===== config.mk =====
export PLATFORM = sky130hd
export DESIGN_NAME = adc_boxcar_decimator_flat
export DESIGN_NICKNAME = d
export VERILOG_FILES = /design/src/rtl/adc_boxcar_decimator_pkg.sv /design/src/rtl/adc_boxcar_decimator_if.sv /design/src/rtl/adc_boxcar_decimator_skid.sv /design/src/rtl/adc_boxcar_decimator.sv /design/src/flat_wrapper.sv
export SDC_FILE = /design/constraint.sdc
export NUM_CORES = 1
export LEC_CHECK = 0
export CORE_ASPECT_RATIO = 0.8
export CORE_MARGIN = 2
export CORE_UTILIZATION = 50
export CTS_CLUSTER_SIZE = 28
export DETAILED_ROUTE_END_ITERATION = 12
export GPL_TIMING_DRIVEN = 0
export PLACE_DENSITY = 0.76
export SYNTH_ARGS = -nofsm -noshare
export SYNTH_HDL_FRONTEND = slang
export SYNTH_SLANG_ARGS = --single-unit

===== constraint.sdc =====
create_clock -name S_AXIS_ACLK -period 3.5 [get_ports S_AXIS_ACLK]
set_input_delay 0.35 -clock S_AXIS_ACLK [delete_from_list [all_inputs] [get_ports S_AXIS_ACLK]]
set_output_delay 0.35 -clock S_AXIS_ACLK [all_outputs]
set_load 0.005 [all_outputs]

===== src/rtl/adc_boxcar_decimator_pkg.sv =====
// rtl/adc_boxcar_decimator_pkg.sv - shared constants, accumulator sizing and FSM states for the ADC stream path
package adc_stream_pkg;

  localparam int ADC_SAMPLE_W = 14;

  typedef enum logic {
    IDLE,
    ACCUM
  } decim_state_t;

  function automatic int acc_width(input int max_log2);
    return ADC_SAMPLE_W + max_log2;
  endfunction

endpackage


===== src/rtl/adc_boxcar_decimator_if.sv =====
// rtl/adc_boxcar_decimator_if.sv - AXI-Stream style bundle with master/slave views
interface adc_boxcar_decimator_if #(
  parameter int W = 32
) ();

  logic           tvalid;
  logic [W-1:0]   tdata;
  logic [W/8-1:0] tstrb;
  logic           tlast;
  logic           tready;

  modport master (output tvalid, tdata, tstrb, tlast, input tready);
  modport slave  (input tvalid, tdata, tstrb, tlast, output tready);

endinterface


===== src/rtl/adc_boxcar_decimator_skid.sv =====
// rtl/adc_boxcar_decimator_skid.sv - two-entry AXIS skid buffer carrying data and last
module axis_skid_buffer #(
  parameter int DATA_W = 32
) (
  input  logic              clk,
  input  logic              rst_n,
  input  logic              wr_valid,
  input  logic [DATA_W-1:0] wr_data,
  input  logic              wr_last,
  output logic              wr_ready,
  output logic              rd_valid,
  output logic [DATA_W-1:0] rd_data,
  output logic              rd_last,
  input  logic              rd_ready
);

  logic              v0, v1, l0, l1;
  logic [DATA_W-1:0] d0, d1;
  logic              pop, push;

  // entry 1 is only ever occupied while entry 0 is, so v1 alone means full
  assign wr_ready = !v1 || rd_ready;
  assign pop      = v0 && rd_ready;
  assign push     = wr_valid && wr_ready;
  assign rd_valid = v0;
  assign rd_data  = d0;
  assign rd_last  = l0;

  always_ff @(posedge clk or negedge rst_n) begin
    if (!rst_n) begin
      v0 <= 1'b0;
      v1 <= 1'b0;
      l0 <= 1'b0;
      l1 <= 1'b0;
      d0 <= '0;
      d1 <= '0;
    end else if (pop) begin
      if (v1) begin
        d0 <= d1;
        l0 <= l1;
        v1 <= push;
        if (push) begin
          d1 <= wr_data;
          l1 <= wr_last;
        end
      end else begin
        v0 <= push;
        if (push) begin
          d0 <= wr_data;
          l0 <= wr_last;
        end
      end
    end else if (push) begin
      if (!v0) begin
        v0 <= 1'b1;
        d0 <= wr_data;
        l0 <= wr_last;
      end else begin
        v1 <= 1'b1;
        d1 <= wr_data;
        l1 <= wr_last;
      end
    end
  end

endmodule


===== src/rtl/adc_boxcar_decimator.sv =====
// rtl/adc_boxcar_decimator.sv - 2^k boxcar averager/decimator for the ADC stream; ADC_DECIM_ROUND_EN selects round-half-up
module adc_boxcar_decimator
  import adc_stream_pkg::*;
#(
  parameter int C_S_AXIS_TDATA_WIDTH = 32,
  parameter int C_M_AXIS_TDATA_WIDTH = 32,
  parameter int C_MAX_LOG2_DECIM     = 6,
  parameter int C_FRAME_LEN_LOG2     = 10
) (
  input  logic                           S_AXIS_ACLK,
  input  logic                           S_AXIS_ARESETN,
  adc_boxcar_decimator_if.slave          s_axis,
  adc_boxcar_decimator_if.master         m_axis,
  input  logic                           decimEnable,
  input  logic [2:0]                     log2Decim,
  input  logic                           clearDrop,
  output logic                           dropStatus,
  output logic [15:0]                    dropCount
);

  localparam int ACC_W = acc_width(C_MAX_LOG2_DECIM);
  localparam int CNT_W = C_MAX_LOG2_DECIM + 1;
  localparam logic [2:0] K_MAX = 3'(C_MAX_LOG2_DECIM);

  decim_state_t state, state_next;

  logic                        en_d, rise, accept, blk_end, tready_q;
  logic [2:0]                  k;
  logic [CNT_W-1:0]            cnt;
  logic signed [ACC_W-1:0]     acc, ext, sum_q, sum_r, rnd;
  logic                        sum_valid, res_valid;
  logic signed [ADC_SAMPLE_W-1:0] res_q;
  logic [C_FRAME_LEN_LOG2-1:0] frame_cnt;
  logic                        skid_ready, push_ok, drop;
  logic                        unused_in;

  assign unused_in = &{1'b0, s_axis.tdata[C_S_AXIS_TDATA_WIDTH-1:ADC_SAMPLE_W],
                       s_axis.tstrb, s_axis.tlast};

  assign s_axis.tready = tready_q;
  assign rise    = decimEnable && !en_d;
  assign ext     = {{(ACC_W-ADC_SAMPLE_W){s_axis.tdata[ADC_SAMPLE_W-1]}}, s_axis.tdata[ADC_SAMPLE_W-1:0]};
  assign accept  = (state == ACCUM) && decimEnable && s_axis.tvalid && tready_q;
  assign blk_end = (cnt == ((CNT_W'(1) << k) - CNT_W'(1)));

`ifdef ADC_DECIM_ROUND_EN
  assign rnd = (k == 3'd0) ? '0 : (ACC_W'(1) << (k - 3'd1));
`else
  assign rnd = '0;
`endif
  assign sum_r = sum_q + rnd;

  always_comb begin
    state_next = state;
    case (state)
      IDLE:    if (rise) state_next = ACCUM;
      ACCUM:   if (!decimEnable) state_next = IDLE;
      default: state_next = IDLE;
    endcase
  end

  // en_d starts high so a level held through reset does not count as a rise
  always_ff @(posedge S_AXIS_ACLK or negedge S_AXIS_ARESETN) begin
    if (!S_AXIS_ARESETN) begin
      state    <= IDLE;
      en_d     <= 1'b1;
      tready_q <= 1'b0;
    end else begin
      state    <= state_next;
      en_d     <= decimEnable;
      tready_q <= 1'b1;
    end
  end

  always_ff @(posedge S_AXIS_ACLK or negedge S_AXIS_ARESETN) begin
    if (!S_AXIS_ARESETN) begin
      k         <= '0;
      acc       <= '0;
      cnt       <= '0;
      sum_q     <= '0;
      sum_valid <= 1'b0;
      res_q     <= '0;
      res_valid <= 1'b0;
    end else begin
      sum_valid <= accept && blk_end;
      res_valid <= sum_valid;
      res_q     <= ADC_SAMPLE_W'(sum_r >>> k);
      if (state == IDLE && rise) begin
        k   <= (log2Decim > K_MAX) ? K_MAX : log2Decim;
        acc <= '0;
        cnt <= '0;
      end else if (state == ACCUM && !decimEnable) begin
        acc <= '0;
        cnt <= '0;
      end else if (accept) begin
        if (blk_end) begin
          sum_q <= acc + ext;
          acc   <= '0;
          cnt   <= '0;
        end else begin
          acc <= acc + ext;
          cnt <= cnt + CNT_W'(1);
        end
      end
    end
  end

  assign push_ok = res_valid && skid_ready;
  assign drop    = res_valid && !skid_ready;

  always_ff @(posedge S_AXIS_ACLK or negedge S_AXIS_ARESETN) begin
    if (!S_AXIS_ARESETN) begin
      frame_cnt  <= '0;
      dropStatus <= 1'b0;
      dropCount  <= '0;
    end else begin
      if (rise)
        frame_cnt <= '0;
      else if (push_ok)
        frame_cnt <= frame_cnt + 1'b1;
      if (clearDrop) begin
        dropStatus <= 1'b0;
        dropCount  <= '0;
      end else if (drop) begin
        dropStatus <= 1'b1;
        if (dropCount != 16'hFFFF)
          dropCount <= dropCount + 16'd1;
      end
    end
  end

  axis_skid_buffer #(.DATA_W(C_M_AXIS_TDATA_WIDTH)) u_skid (
    .clk      (S_AXIS_ACLK),
    .rst_n    (S_AXIS_ARESETN),
    .wr_valid (res_valid),
    .wr_data  ({{(C_M_AXIS_TDATA_WIDTH-ADC_SAMPLE_W){res_q[ADC_SAMPLE_W-1]}}, res_q}),
    .wr_last  (&frame_cnt),
    .wr_ready (skid_ready),
    .rd_valid (m_axis.tvalid),
    .rd_data  (m_axis.tdata),
    .rd_last  (m_axis.tlast),
    .rd_ready (m_axis.tready)
  );

  assign m_axis.tstrb = '1;

endmodule


===== src/flat_wrapper.sv =====
// flat-port wrapper written by rule: the top's interface ports become plain ports
module adc_boxcar_decimator_flat import adc_stream_pkg::*;
#(
  parameter int C_S_AXIS_TDATA_WIDTH = 32,
  parameter int C_M_AXIS_TDATA_WIDTH = 32,
  parameter int C_MAX_LOG2_DECIM     = 6,
  parameter int C_FRAME_LEN_LOG2     = 10
)
  (S_AXIS_ACLK, S_AXIS_ARESETN, decimEnable, log2Decim, clearDrop, dropStatus, dropCount, s_axis_tvalid, s_axis_tdata, s_axis_tstrb, s_axis_tlast, s_axis_tready, m_axis_tvalid, m_axis_tdata, m_axis_tstrb, m_axis_tlast, m_axis_tready);
  adc_boxcar_decimator_if #(.W(32)) s_axis_i ();
  adc_boxcar_decimator_if #(.W(32)) m_axis_i ();
  input  logic S_AXIS_ACLK;
  input  logic S_AXIS_ARESETN;
  input  logic decimEnable;
  input  logic [2:0] log2Decim;
  input  logic clearDrop;
  output logic dropStatus;
  output logic [15:0] dropCount;
  input wire logic [$bits(s_axis_i.tvalid)-1:0] s_axis_tvalid;
  input wire logic [$bits(s_axis_i.tdata)-1:0] s_axis_tdata;
  input wire logic [$bits(s_axis_i.tstrb)-1:0] s_axis_tstrb;
  input wire logic [$bits(s_axis_i.tlast)-1:0] s_axis_tlast;
  output wire logic [$bits(s_axis_i.tready)-1:0] s_axis_tready;
  output wire logic [$bits(m_axis_i.tvalid)-1:0] m_axis_tvalid;
  output wire logic [$bits(m_axis_i.tdata)-1:0] m_axis_tdata;
  output wire logic [$bits(m_axis_i.tstrb)-1:0] m_axis_tstrb;
  output wire logic [$bits(m_axis_i.tlast)-1:0] m_axis_tlast;
  input wire logic [$bits(m_axis_i.tready)-1:0] m_axis_tready;
  assign s_axis_i.tvalid = s_axis_tvalid;
  assign s_axis_i.tdata = s_axis_tdata;
  assign s_axis_i.tstrb = s_axis_tstrb;
  assign s_axis_i.tlast = s_axis_tlast;
  assign s_axis_tready = s_axis_i.tready;
  assign m_axis_tvalid = m_axis_i.tvalid;
  assign m_axis_tdata = m_axis_i.tdata;
  assign m_axis_tstrb = m_axis_i.tstrb;
  assign m_axis_tlast = m_axis_i.tlast;
  assign m_axis_i.tready = m_axis_tready;
  adc_boxcar_decimator #(.C_S_AXIS_TDATA_WIDTH(C_S_AXIS_TDATA_WIDTH), .C_M_AXIS_TDATA_WIDTH(C_M_AXIS_TDATA_WIDTH), .C_MAX_LOG2_DECIM(C_MAX_LOG2_DECIM), .C_FRAME_LEN_LOG2(C_FRAME_LEN_LOG2)) u_core (.S_AXIS_ACLK(S_AXIS_ACLK), .S_AXIS_ARESETN(S_AXIS_ARESETN), .s_axis(s_axis_i), .m_axis(m_axis_i), .decimEnable(decimEnable), .log2Decim(log2Decim), .clearDrop(clearDrop), .dropStatus(dropStatus), .dropCount(dropCount));
endmodule

Word-level counts from Yosys, hierarchy flattened
Cells that the tools add are included.
Widths: inputs -> output; s select.
{"block": "op_classes", "addsub": 5, "order_cmp": 1, "n_eq_ne": 5, "n_shift": 2, "n_mux": 44, "n_bitwise": 3, "n_reduce_logical": 29}
{"cell": "$mux 32", "n": 9}
{"cell": "$mux 20", "n": 4}
{"cell": "$mux 16", "n": 3}
{"cell": "$mux 7", "n": 4}
{"cell": "$add 20x14->20", "n": 1}
{"cell": "$mux 1", "n": 20}
{"cell": "$mux 10", "n": 2}
{"cell": "$sshr 20x3->14", "n": 1}
{"cell": "$add 16x1->16 const B", "n": 1}
{"cell": "$ne 16x16->1 const B", "n": 1}
{"cell": "$reduce_bool 2->1", "n": 6}
{"cell": "$add 10x1->10 const B", "n": 1}
{"cell": "$logic_and 1x1->1", "n": 10}
{"cell": "$reduce_and 10->1", "n": 1}
{"cell": "$add 7x1->7 const B", "n": 1}
{"cell": "$eq 7x7->1", "n": 1}
{"cell": "$shl 1x3->7 const A", "n": 1}
{"cell": "$sub 7x1->7 const B", "n": 1}
{"cell": "$reduce_and 2->1", "n": 3}
{"cell": "$reduce_and 3->1", "n": 2}
{"cell": "$logic_not 1->1", "n": 4}
{"cell": "$ne 2x2->1 const B", "n": 2}
{"cell": "$reduce_and 4->1", "n": 1}
{"cell": "$gt 3x3->1 const B", "n": 1}
{"cell": "6 further kinds", "n": 8}
{"block": "word_totals", "ff_bits": 164, "input_bits": 46, "out_inout_bits": 56, "word_cells": 108}

Logic depth before layout (Yosys ltp)
{"block": "logic_depth", "ltp_word": 7, "mapped_depth": 15, "ltp_nobuf": 9}

Hierarchy
Synthesis repeated with hierarchy kept, for this count alone.
{"block": "hier_totals", "cells_unflattened": 765, "hier_area_um2": 8484.4}
{"mod": "adc_boxcar_decimator", "instances": 1, "cells_per_inst": 567, "area_each_um2": 5507.8}
{"mod": "axis_skid_buffer", "instances": 1, "cells_per_inst": 198, "area_each_um2": 2976.6}

Worst setup path after synthesis
OpenSTA, ideal clock, no wires.
{"block": "synth_path", "kind": "register -> register", "startpoint": "register u_core.k[1]", "endpoint": "register u_core.sum_q[14]", "setup_time_ns": 0.125, "arrival_time_ns": 3.575, "t_required_ns": 3.375, "slack_ns": -0.200, "stages_incl_launch_ff": 14, "path_buffers": 5, "cell_sequence": "dfrtp_1 > buf_2 > buf_1 > clkbuf_1 > nor2_1 > nand2_1 > ha_1 > buf_6 > xnor2_1 > or4_1 > a311o_1 > nor3_2 > buf_4 > mux2_2"}
{"block": "synth_between", "elab_chain_cells": 4}
{"element": "start: declaration", "line_no": "adc_boxcar_decimator.sv:28", "text": "logic [2:0] k;"}
{"element": "start signal: assignment", "line_no": "adc_boxcar_decimator.sv:89", "text": "k <= (log2Decim > K_MAX) ? K_MAX : log2Decim;"}
{"element": "$shl 1x3->7", "line_no": "adc_boxcar_decimator.sv:44", "text": "assign blk_end = (cnt == ((CNT_W'(1) << k) - CNT_W'(1)));"}
{"element": "$sub 7x1->7", "line_no": "adc_boxcar_decimator.sv:44"}
{"element": "$eq 7x7->1", "line_no": "adc_boxcar_decimator.sv:44"}
{"element": "$reduce_and 4->1 (no line)"}
{"element": "end signal: assignment", "line_no": "adc_boxcar_decimator.sv:97", "text": "sum_q <= acc + ext;"}
{"element": "end: declaration", "line_no": "adc_boxcar_decimator.sv:30", "text": "logic signed [ACC_W-1:0] acc, ext, sum_q, sum_r, rnd;"}
Every way passes these cells.
A chain may end at the register's enable or synchronous reset.

Worst setup path in the final report
{"block": "layout_path", "startpoint": "register u_core.k[0]", "endpoint": "register u_core.sum_q[19]"}
Same word-level chain as after synthesis.

==> results.tsv <==
stage	metric	value	unit
worst_setup_path	CP Capture Type	register	
placement	post-DP HPWL	11300	µm
grt	Total GRT Usage	22.5	%
detailed_routing	drt drc	0	
synthesis	Unique masters post-synth	60	
cts	deepest clock path buffer count	2	
worst_setup_path	crit path kind	register to register	
pwr	Pwr Density	524	mW/mm²
detailed_routing	number of vias per cell	5.57	
status	run status	finished clean	
worst_hold_path	Min-Delay Path Class	register to register	
sta	Worst slew margin	40.7	%
cells_and_area	most frequent cells in the layout	126 x dfrtp_1, 93 x nand2_1, 73 x clkdlybuf4s50_1, 55 x o21ai_0, 49 x nor2_1	
floorplan	core area	0.0136	mm²
detailed_routing	post-route ant nets	0	
detailed_routing	DR pass1 iterations	5	
cts	TritonCTS Buffers	17	
worst_setup_path	cell family with most CP delay	simple AND/OR/NAND/NOR gates	
cells_and_area	antenna cells	0	
pwr	Leak	4.11	nW
floorplan	Die H	110	µm
pwr	Max rail drop VDD	0.410	mV
synthesis	Mapped Area	0.00701	mm²
sta	RSZ-0062 raised after global routing	no	
sta	fmax	298	MHz
synthesis	Mapped Cells	708	
worst_setup_path	worst path cell trace	buf_6 > buf_6 > clkbuf_4 > nand2_1 > ha_1 > buf_6 > xnor2_1 > or4_1 > a311o_2 > or3_1 > buf_6 > buf_2 > nand2_1 > o211ai_1	
worst_setup_path	Worst EP required	3.79	ns
sta	Fin Clk Skew	0.0103	ns
worst_setup_path	Buffers & Inverters on Critical Path	6	
worst_setup_path	crit start category	register	
worst_setup_path	Worst Path Max Fanout	10	
synthesis	Ys Warns	0	
worst_setup_path	CP most frequent cell	buf_6	
synthesis	Mapped Avg Cell Area	9.91	µm²
floorplan	row cnt	38	
synthesis	ys async rst share	100	%
grt	largest net degree at the start of global routing	96	
worst_setup_path	crit path max-delay cell type	or4_1	
grt	initial antenna violation count	0	
cells_and_area	layout cell share with drive strength beyond 1	13.3	%
cts	clock slew seen by the registers of the worst setup and hold paths	0.06	ns
sta	setup violators final	0	
cells_and_area	most common cell after layout, fill and taps aside	dfrtp_1	
sta	WHS	0.353	ns
detailed_routing	final wirelength	15500	µm
synthesis	Seq/Total Area, Yosys	45.7	%
placement	Cell Area, Placed	0.00803	mm²
floorplan	Die Wd	136	µm
cells_and_area	area delta synth->final	23.6	%
sta	crit share post-route	96.0	%
placement	# port buffers	74	
cts	root buf cell	clkbuf_16	
synthesis	number of synthesized flops with an enable pin	0	
floorplan	die area	0.0150	mm²
placement	routability cong.	0.920	
cts	Sink Count	128	
floorplan	boundary pin count	102	
cts	H-tree Lvls	4	
detailed_routing	initial DRC count	254	
floorplan	Initial Utilization	51.4	%
synthesis	Most used DFF post-synth	dfrtp_1	
worst_setup_path	Slowest Stage Delay on Critical Path	0.48	ns
sta	Final Max Tran Viols	0	
sta	Least-Margin Pin Slew	0.888	ns
sta	crit path time final	3.36	ns
cells_and_area	fin nets	874	
sta	TNS Setup	0	ns
detailed_routing	Routed WL per cell	15.6	µm
grt	vias in the first global route	5426	
grt	Overflow after GRT	0	
cells_and_area	Final Cell Area	0.00867	mm²
cts	CTS tree	done	
sta	final hold violation count	0	
worst_setup_path	critical path arrival	3.65	ns
flow_run	max-cap violations	0	
detailed_routing	Vias	5550	
cts	clk_lat worst skew	0.43	ns
synthesis	flop and latch count out of synthesis	128	
grt	wire length of the first global-routing pass	26300	µm
==> power by group <==
part | switching (W) | total, W | leakage, nW | internal, W
clock | 0.000672 | 0.00176 | 0.289 | 0.00108
combinational | 0.000477 | 0.00107 | 2.08 | 0.000592
sequential | 0.000106 | 0.00172 | 1.75 | 0.00161
==> state kept, by name (all words and copies together) (netlist names), 3 cells and up <==
| register | cells |
|---|---|
| u_core.frame_cnt | 10 |
| u_core.res_q | 14 |
| u_core.sum_q | 20 |
| u_core.u_skid.rd_data | 14 |
| u_core.acc | 20 |
| u_core.dropCount | 16 |
| u_core.k | 3 |
| u_core.u_skid.d1 | 14 |
| u_core.cnt | 7 |
==> synthesized netlist by cell type, drive strengths merged (3+ instances only) <==
| library cell | instances | area share (%) |
|---|---|---|
| o31ai | 5 | 0.54 |
| nor2b | 5 | 0.45 |
| nor2 | 50 | 2.7 |
| nor3 | 7 | 0.57 |
| o211ai | 11 | 1.2 |
| xnor2 | 15 | 1.9 |
| ha | 23 | 4.1 |
| nand4 | 10 | 0.89 |
| mux2i | 35 | 5.0 |
| and3 | 11 | 0.98 |
| nand3 | 14 | 1.0 |
| and2 | 9 | 0.80 |
| a22o | 12 | 1.5 |
| a21o | 5 | 0.54 |
| a31o | 3 | 0.37 |
| a211oi | 5 | 0.54 |
| nand2 | 93 | 5.0 |
| dfrtp | 127 | 45 |
| xor2 | 29 | 3.6 |
| a32o | 3 | 0.43 |
| o21a | 4 | 0.43 |
| inv | 11 | 0.59 |
| clkbuf | 19 | 1.0 |
| or3 | 5 | 0.45 |
| a31oi | 4 | 0.36 |
| buf | 32 | 3.2 |
| o21ai | 55 | 3.9 |
| nand2b | 7 | 0.62 |
| mux2 | 30 | 4.8 |
| and4 | 4 | 0.50 |
| o2111ai | 5 | 0.62 |
| a21oi | 31 | 2.2 |
==> kinds of logic (layout without fill, tap and decap cells) <==
family,after synthesis,in the layout,synth area share [%]
xor+xnor,44,44,5.49
compound gates,159,159,14.6
other cells,1,5,0.0535
fa+ha+maj,24,24,4.39
flops,128,128,45.7
simple gates,223,223,14.8
mux,66,66,10.1
buf+inv,63,168,4.87
==> routing by layer <==
metal | GRT usage [%] | vias up | wire length (µm)
met2 | 36.0 | 173 | 7140
met1 | 29.6 | 2655 | 7270
met5 | 0 | - | 0
met3 | 5.67 | 21 | 881
li1 | - | 2701 | -
met4 | 8.56 | 0 | 249
==> worst register-to-register path: cells and delay by family (launching register included) <==
| family | cells | cell delay, ns |
|---|---|---|
| buffers and inverters | 6 | 0.98 |
| AOI/OAI and AO/OA | 2 | 0.52 |
| xor gates and xnor gates | 1 | 0.15 |
| adders and majority gates | 1 | 0.19 |
| DFF | 1 | 0.36 |
| and+or+nand+nor | 4 | 1.04 |
==> per-stage QoR <==
stage	utilization, %	power (W)	std cells	setup WS (ns)
after CTS	63.5	0.00457	998	0.000905
after detailed placement	58.8	0.00279	967	-0.475
after global routing	63.5	0.00477	997	0.00556
final	63.5	0.00454	997	0.140
after global placement	58.6	0.00275	966	-2.72
after floorplan	-	0.00230	712	0.0279
==> timing repair <==
item	in CTS	in global routing
cloned	0	0
pin swaps	3	1
endpoints found under the hold margin	32	0
hold buffers	1	0
setup endpoints to repair	47	37
gates resized for setup	13	9
buffers inserted	1	0
==> worst paths after layout <==
path / start / to / slack, ns / cells after the start
worst max-delay path: u_core.k[0] / u_core.sum_q[19] / 0.14 / 14
worst min-delay path: u_core.sum_valid / u_core.res_valid / 0.35 / 0
worst max register to register: u_core.k[0] / u_core.sum_q[19] / 0.14 / 14
worst min register to register: u_core.sum_valid / u_core.res_valid / 0.35 / 0
max in group asynchronous: S_AXIS_ARESETN / u_core.acc[18] / 2.37 / 3
min in group asynchronous: S_AXIS_ARESETN / u_core.dropCount[9] / 0.39 / 2
==> area by class of cell <==
cell class,instances,area [µm²]
tap,180,225
inverter,12,47.5
clock buffer,19,453
fill,1039,4980
multi-input combinational,521,3510
sequential,128,3210
buffer,47,307
timing repair buffer,77,787
clock inverter,13,135
(Power assumes the default switching activity.)
